### src/rtl/pipe_ctrl.sv
// Pipeline controller: stall merge, exception freeze/flush sequencing,
// stall/flush performance counters and a sticky stall watchdog.
module pipe_ctrl #(
  parameter logic [31:0] EXC_VECTOR    = 32'h0000_0020,
  parameter int          STALL_TIMEOUT = 1024
) (
  input  logic        clk,
  input  logic        rst,
  input  logic        stallreq_if,
  input  logic        stallreq_id,
  input  logic        stallreq_ex,
  input  logic        stallreq_mem,
  input  logic [31:0] excepttype_i,
  input  logic [31:0] cp0_epc_i,
  output logic [5:0]  stall,
  output logic        flush,
  output logic [31:0] new_pc,
  output logic [31:0] stall_cycles,
  output logic [15:0] flush_count,
  output logic        stall_timeout
);

  localparam logic [1:0] RUN    = 2'd0;
  localparam logic [1:0] FREEZE = 2'd1;
  localparam logic [1:0] FLUSH  = 2'd2;

  localparam logic [31:0] ERET   = 32'h0000_000e;
  localparam logic [15:0] WD_LIM = 16'(STALL_TIMEOUT);

  logic [1:0]  state;
  logic [1:0]  state_nx;
  logic [31:0] target;
  logic [15:0] wd;
  logic        any_req;
  logic        exc;

  assign any_req = stallreq_if | stallreq_id
                 | stallreq_ex | stallreq_mem;
  assign exc     = excepttype_i != 32'd0;

  // Outputs are held at reset values while rst is asserted.
  always_comb begin
    stall    = 6'b000000;
    flush    = 1'b0;
    new_pc   = 32'd0;
    state_nx = RUN;
    if (!rst) begin
      unique case (state)
        RUN: begin
          if (exc) begin
            stall    = 6'b111111;
            state_nx = FREEZE;
          end else if (stallreq_mem) begin
            stall = 6'b011111;
          end else if (stallreq_ex) begin
            stall = 6'b001111;
          end else if (stallreq_id) begin
            stall = 6'b000111;
          end else if (stallreq_if) begin
            stall = 6'b000011;
          end
        end
        FREEZE: begin
          stall    = 6'b111111;
          state_nx = FLUSH;
        end
        FLUSH: begin
          flush  = 1'b1;
          new_pc = target;
        end
        default: state_nx = RUN;
      endcase
    end
  end

  always_ff @(posedge clk) begin
    if (rst) begin
      state         <= RUN;
      target        <= 32'd0;
      wd            <= 16'd0;
      stall_cycles  <= 32'd0;
      flush_count   <= 16'd0;
      stall_timeout <= 1'b0;
    end else begin
      state <= state_nx;
      if (state == RUN && exc)
        target <= (excepttype_i == ERET) ? cp0_epc_i : EXC_VECTOR;
      if (stall != 6'd0 && stall_cycles != 32'hFFFF_FFFF)
        stall_cycles <= stall_cycles + 32'd1;
      if (flush)
        flush_count <= flush_count + 16'd1;
      // Counter saturates at the limit; the flag is sticky until reset.
      if (state == RUN && any_req) begin
        if (wd != WD_LIM) begin
          wd <= wd + 16'd1;
          if (wd + 16'd1 == WD_LIM)
            stall_timeout <= 1'b1;
        end
      end else begin
        wd <= 16'd0;
      end
    end
  end

endmodule

### config.mk
export PLATFORM = sky130hd
export DESIGN_NAME = pipe_ctrl
export DESIGN_NICKNAME = d
export VERILOG_FILES = /design/src/rtl/pipe_ctrl.sv
export SDC_FILE = /design/constraint.sdc
export NUM_CORES = 1
export LEC_CHECK = 0
export ABC_AREA = 1
export BUFFER_PORTS_ARGS = -buffer_cell sky130_fd_sc_hd__buf_2
export CORE_MARGIN = 2
export CORE_UTILIZATION = 47
export CTS_CLUSTER_DIAMETER = 200
export DETAILED_ROUTE_END_ITERATION = 10
export PLACE_DENSITY = 0.76
export REMOVE_ABC_BUFFERS = 1
export SYNTH_ARGS = -nofsm -noshare
export SYNTH_HDL_FRONTEND = slang
export SYNTH_SLANG_ARGS = --single-unit
### constraint.sdc
create_clock -name clk -period 1.7 [get_ports clk]
set_clock_uncertainty 0.1 [all_clocks]
set_input_delay 0.17 -clock clk [delete_from_list [all_inputs] [get_ports clk]]
set_output_delay 0.17 -clock clk [all_outputs]
set_load 0.01 [all_outputs]
# Word level (Yosys, flattened, before mapping)
# Cells that the tools add are included.
totals:
  memories: 0
  inputBits: 70
  out_inout_bits: 88
  register_bits: 99
  mem_bits_ro: 0
  elab_cells: 41
  ram_bits: 0
  latch_bits: 0
op_classes:
  n_reduce_logical: 8
  order_cmp: 0
  mux: 14
  shift: 0
  div: 0
  bitwise_logic: 4
  eq_ne: 6
  addsub: 3
  n_mul: 0
ops:
  columns: ["op", "count"]
  rows:
  - ["32-bit two-way mux", 3]
  - ["16-bit by 1-bit adder with 16-bit output (second input constant)", 2]
  - ["32-bit by 1-bit adder with 32-bit output (second input constant)", 1]
  - ["32-bit by 4-bit equality test with 1-bit output (second input constant)", 1]
  - ["32-bit inequality test (second input constant)", 1]
  - ["32-bit nonzero test", 1]
  - ["16-bit by 11-bit equality test with 1-bit output (second input constant)", 1]
  - ["16-bit by 11-bit inequality test with 1-bit output (second input constant)", 1]
  - ["6-bit two-way mux", 2]
  - ["6-bit case mux with 2 select lines", 1]
  - ["6-bit nonzero test", 1]
  - ["5-bit two-way mux", 1]
  - ["4-bit two-way mux", 1]
  - ["2-bit case mux with 2 select lines", 1]
  - ["1-bit logical AND", 3]
  - ["1-bit two-way mux", 3]
  - ["3-bit two-way mux", 1]
  - ["1-bit OR", 3]
  - ["3-bit AND reduction", 1]
  - ["2-bit by 1-bit equality test with 1-bit output (second input constant)", 1]
  - ["2-bit equality test (second input constant)", 1]
  - ["2-bit zero test", 1]
  - ["2-bit two-way mux", 1]
  - ["2-bit OR reduction", 1]
  - ["1-bit inverter", 1]

# Longest topological paths before layout
logic_depth:
  depth_word: 9
  mapped_depth: 12
  mapped_depth_nobuf: 12

# Worst setup path after synthesis
# OpenSTA, ideal clock, no wires.
synth_timing:
  kind: "reg2reg"
  start: "register stall_cycles[0]"
  end: "register stall_cycles[31]"
  arrival_ns: 1.703
  synth_period_minus_slack_ns: 1.935
  setup_time_ns: 0.132
  t_required_ns: 1.468
  path_stages_with_launch: 10
  slack_ns: -0.235
  n_path_buf: 1
  cell_sequence: "dfxtp_1 -> ha_1 -> nand2_1 -> nor2_4 -> inv_2 -> nor2_4 -> nand4_4 -> clkbuf_1 -> nand3_1 -> a21oi_1"
synth_via:
  elab_chain_len: 2
  elab_cells_between_ends: 3
  cone_classes: "add/sub (1); eq/ne (1); reduce/logical (1)"
synth_rtl:
  columns: ["item", "line_no", "rtl"]
  rows:
  - ["from (decl)", "18", "output logic [31:0] stall_cycles,"]
  - ["from (signal assigned)", "89", "stall_cycles <= stall_cycles + 32'd1;"]
  - ["branches (longest 2 deep; another with 32-bit by 1-bit adder with 32-bit output)", null, null]
# Parallel ways; which one is timed is not known.
# A chain may end at the register's enable or synchronous reset.

# Worst setup path after layout
layout_timing:
  start: "register stall_cycles[14]"
  end: "register stall_cycles[22]"
# The elaborated chain is that of the path after synthesis.

==> flow_metrics.py <==
metrics = {
    "timing": {
        "max_freq_mhz": 548.6,
        "layout_setup_ws_ns": -0.1229,
        "setup_viol": 58,
        "fin_setup_tns_ns": -3.508,
        "whs_ns": 0.05966,
        "hold_viol": 0,
        "worstMarginPinSlew_ns": 0.6388,
        "fin_crit_ns": 1.823,
        "rsz0062_at_grt": "yes",
        "slew_headroom_pct": 57.41,
        "maxSlewViolCount": 0,
        "fin_crit_sh_pct": 107.2,
    },
    "global_route": {
        "grt_pass1_wl_um": 29150,
        "antenna_found_initial": 0,
        "grt_pass1_vias": 6272,
        "grt_use_met2_pct": 48.58,
        "track_usage_pct": 28.69,
        "grt.overflow.total": 0,
        "use_met1_pct": 35.16,
        "grt_start_max_net_pins": 62,
        "grt_most_used_layer": "met2",
        "grtUsageMet3_pct": 5.770,
    },
    "yosys": {
        "dominantRegCellSynth": "dfxtp_1",
        "synthesis.area_um2": 5443,
        "async_flop_share_pct": 0,
        "synth_area_leader_cell": "dfxtp_1",
        "synth_cell_type_count": 31,
        "yosysTopAreaCellShare_pct": 36.41,
        "synth_cells": 865,
        "ys_warn_count": 0,
        "synth_area_leaders": "dfxtp_1, nand2_1, nor2_1",
        "synth_edf_count": 0,
        "seq_area_frac_synth_pct": 36.41,
        "syn_area_per_cell_um2": 6.292,
        "synth_seq_cells": 99,
    },
    "layout": {
        "diodes": 0,
        "final_common_cell": "nand2_1",
        "area_growth_pct": 66.02,
        "final_nets": 1231,
        "nFillCells": 710,
        "drive_gt1_share_pct": 43.97,
        "layout_common_cells": "nand2_1, buf_2, buf_4, nor2_1, dfxtp_1",
    },
    "run": {
        "maxCapViolCount": 0,
    },
    "clock_tree": {
        "cts_root_buf": "clkbuf_16",
        "cts_buffer_depth": 2,
        "numCtsBuffers": 9,
        "clock_latency_ns": 0.36,
        "path_clk_slew_ns": 0.07,
        "cts.sinks": 99,
        "htreeDepth": 3,
        "cts_tree": "done",
    },
    "drt": {
        "dr.pass1.iters": 5,
        "via_per_inst": 5.564,
        "finalWirelength_um": 22320,
        "routedWlPerCell_um": 17.13,
        "antenna_left": 0,
        "drcViolationCount": 0,
        "vias": 7250,
        "drt_iter0_markers": 631,
    },
    "setup_path": {
        "cp.arrival_ns": 1.94,
        "crit_type": "reg2reg",
        "cp_max_fo": 5,
        "ff2ff_path_depth": 9,
        "worstSetupStartpointType": "register",
        "r2r_end": "stall_cycles[22]$_SDFFE_PP0P_",
        "crit_required_ns": 1.82,
        "crit_path_end_kind": "register",
        "r2r_slack_ns": -0.12,
        "r2r_start": "stall_cycles[14]$_SDFFE_PP0P_",
    },
    "pwr": {
        "p_leak_nw": 4.218,
        "peakVddDrop_v": 0.0006120,
        "powerDensity_nw_per_um2": 580.1,
        "power_mw": 5.242,
    },
    "placement": {
        "dp_hpwl_um": 11420,
        "port_buffers": 157,
        "place_ws_ns": -0.1212,
        "globalplace.congestion": 0.9271,
    },
    "die": {
        "coreArea_um2": 11370,
        "die_x_um": 111.6,
        "ios": 158,
        "die-area_um2": 12460,
        "die_h_um": 111.6,
        "start_util_pct": 47.87,
        "row_count": 39,
    },
    "worst_hold_path": {
        "holdPathEnd": "stall_timeout$_SDFFE_PP0P_",
        "hold_class": "in2reg",
        "hold_path_depth": 3,
        "min-delay-start": "rst",
    },
    "outcome": {
        "status": "finished, violations left",
        "violations": "setup timing",
    },
}
per-stage QoR:
step / utilization [%] / instance area (µm²) / cells
3_3_place_gp: 61.08 / 6944 / 1216
5_1_grt: 79.48 / 9036 / 1303
3_5_place_dp: 61.08 / 6944 / 1216
2_1_floorplan: - / 5289 / 833
4_1_cts: 69.91 / 7949 / 1287
6_report: 79.48 / 9036 / 1303
power by group:
group          switching [mW]  internal (mW)
combinational           0.470          0.437
clock                   0.948           1.03
sequential             0.0239           2.34
critical path: stages (launching register included):
cell and delay [ns]:
dfxtp_2 0.40, nand2_1 0.13, nor3_1 0.27, nand2_1 0.17
nor2_1 0.25, nand2_1 0.09, nand2_1 0.08, nand2_1 0.06
nand3_1 0.09, a21oi_2 0.05
synthesized netlist by cell type (all sizes together) (5+ instances only):
master and number:
a21oi 82, buf 11, clkbuf 21, dfxtp 99, ha 5, inv 73, nand2 279, nand3 57
nand3b 13, nand4 18, nor2 144, nor3 20, o21ai 14, xor2 21
worst max path at each step:
stage,to,from,depth (start not counted),slack [ns]
after detailed placement,stall[1],excepttype_i[31],11,-0.12
final,stall_cycles[22]$_SDFFE_PP0P_,stall_cycles[14]$_SDFFE_PP0P_,9,-0.12
after global placement,stall[3],excepttype_i[31],14,-0.1
after global routing,stall_cycles[22]$_SDFFE_PP0P_,stall_cycles[14]$_SDFFE_PP0P_,9,-0.27
after floorplan,stall_cycles[0]$_SDFFE_PP0P_,state[0]$_SDFF_PP0_,6,-0.94
after CTS,stall[3],state[1]$_SDFF_PP0_,9,-0.06
routing by layer:
layer | vias up | wire [µm] | part of all wire, %
li1 | 3347 | - | -
met1 | 3315 | 8153 | 37
met2 | 469 | 10940 | 49
met3 | 119 | 1959 | 8.8
met4 | 0 | 1267 | 5.7
met5 | - | 0 | 0
cell families after synthesis:
family                   synth area share [%]
XOR/XNOR                                3.540
buffers and inverters                   7.862
flip-flops                              36.41
AND/OR/NAND/NOR                         41.79
AO/OA/AOI/OAI                           9.242
adder cells (fa/ha/maj)                 1.149
state kept, by name, indices dropped and copies added (netlist names):
signal and cells:
target 32, state 2, stall_timeout 1, stall_cycles 32
wd 16, flush_count 16
layout make-up:
type	instances	area, µm²	area share, %
clock buffer	11	242.7	2.686
clock inverter	4	27.53	0.3046
inverter	73	291.5	3.226
multi-input combinational	661	3895	43.10
sequential	99	2023	22.39
tap	143	178.9	1.980
timing repair buffer	312	2377	26.31
timing repair:
item	4_1_cts	5_1_grt
hold buffers	32	0
setup endpoints to repair	45	74
cloned	4	4
endpoints found under the hold margin	32	0
pin swaps	14	68
buffers inserted	21	13
gates resized for setup	55	256
(Power assumes the default switching activity.)
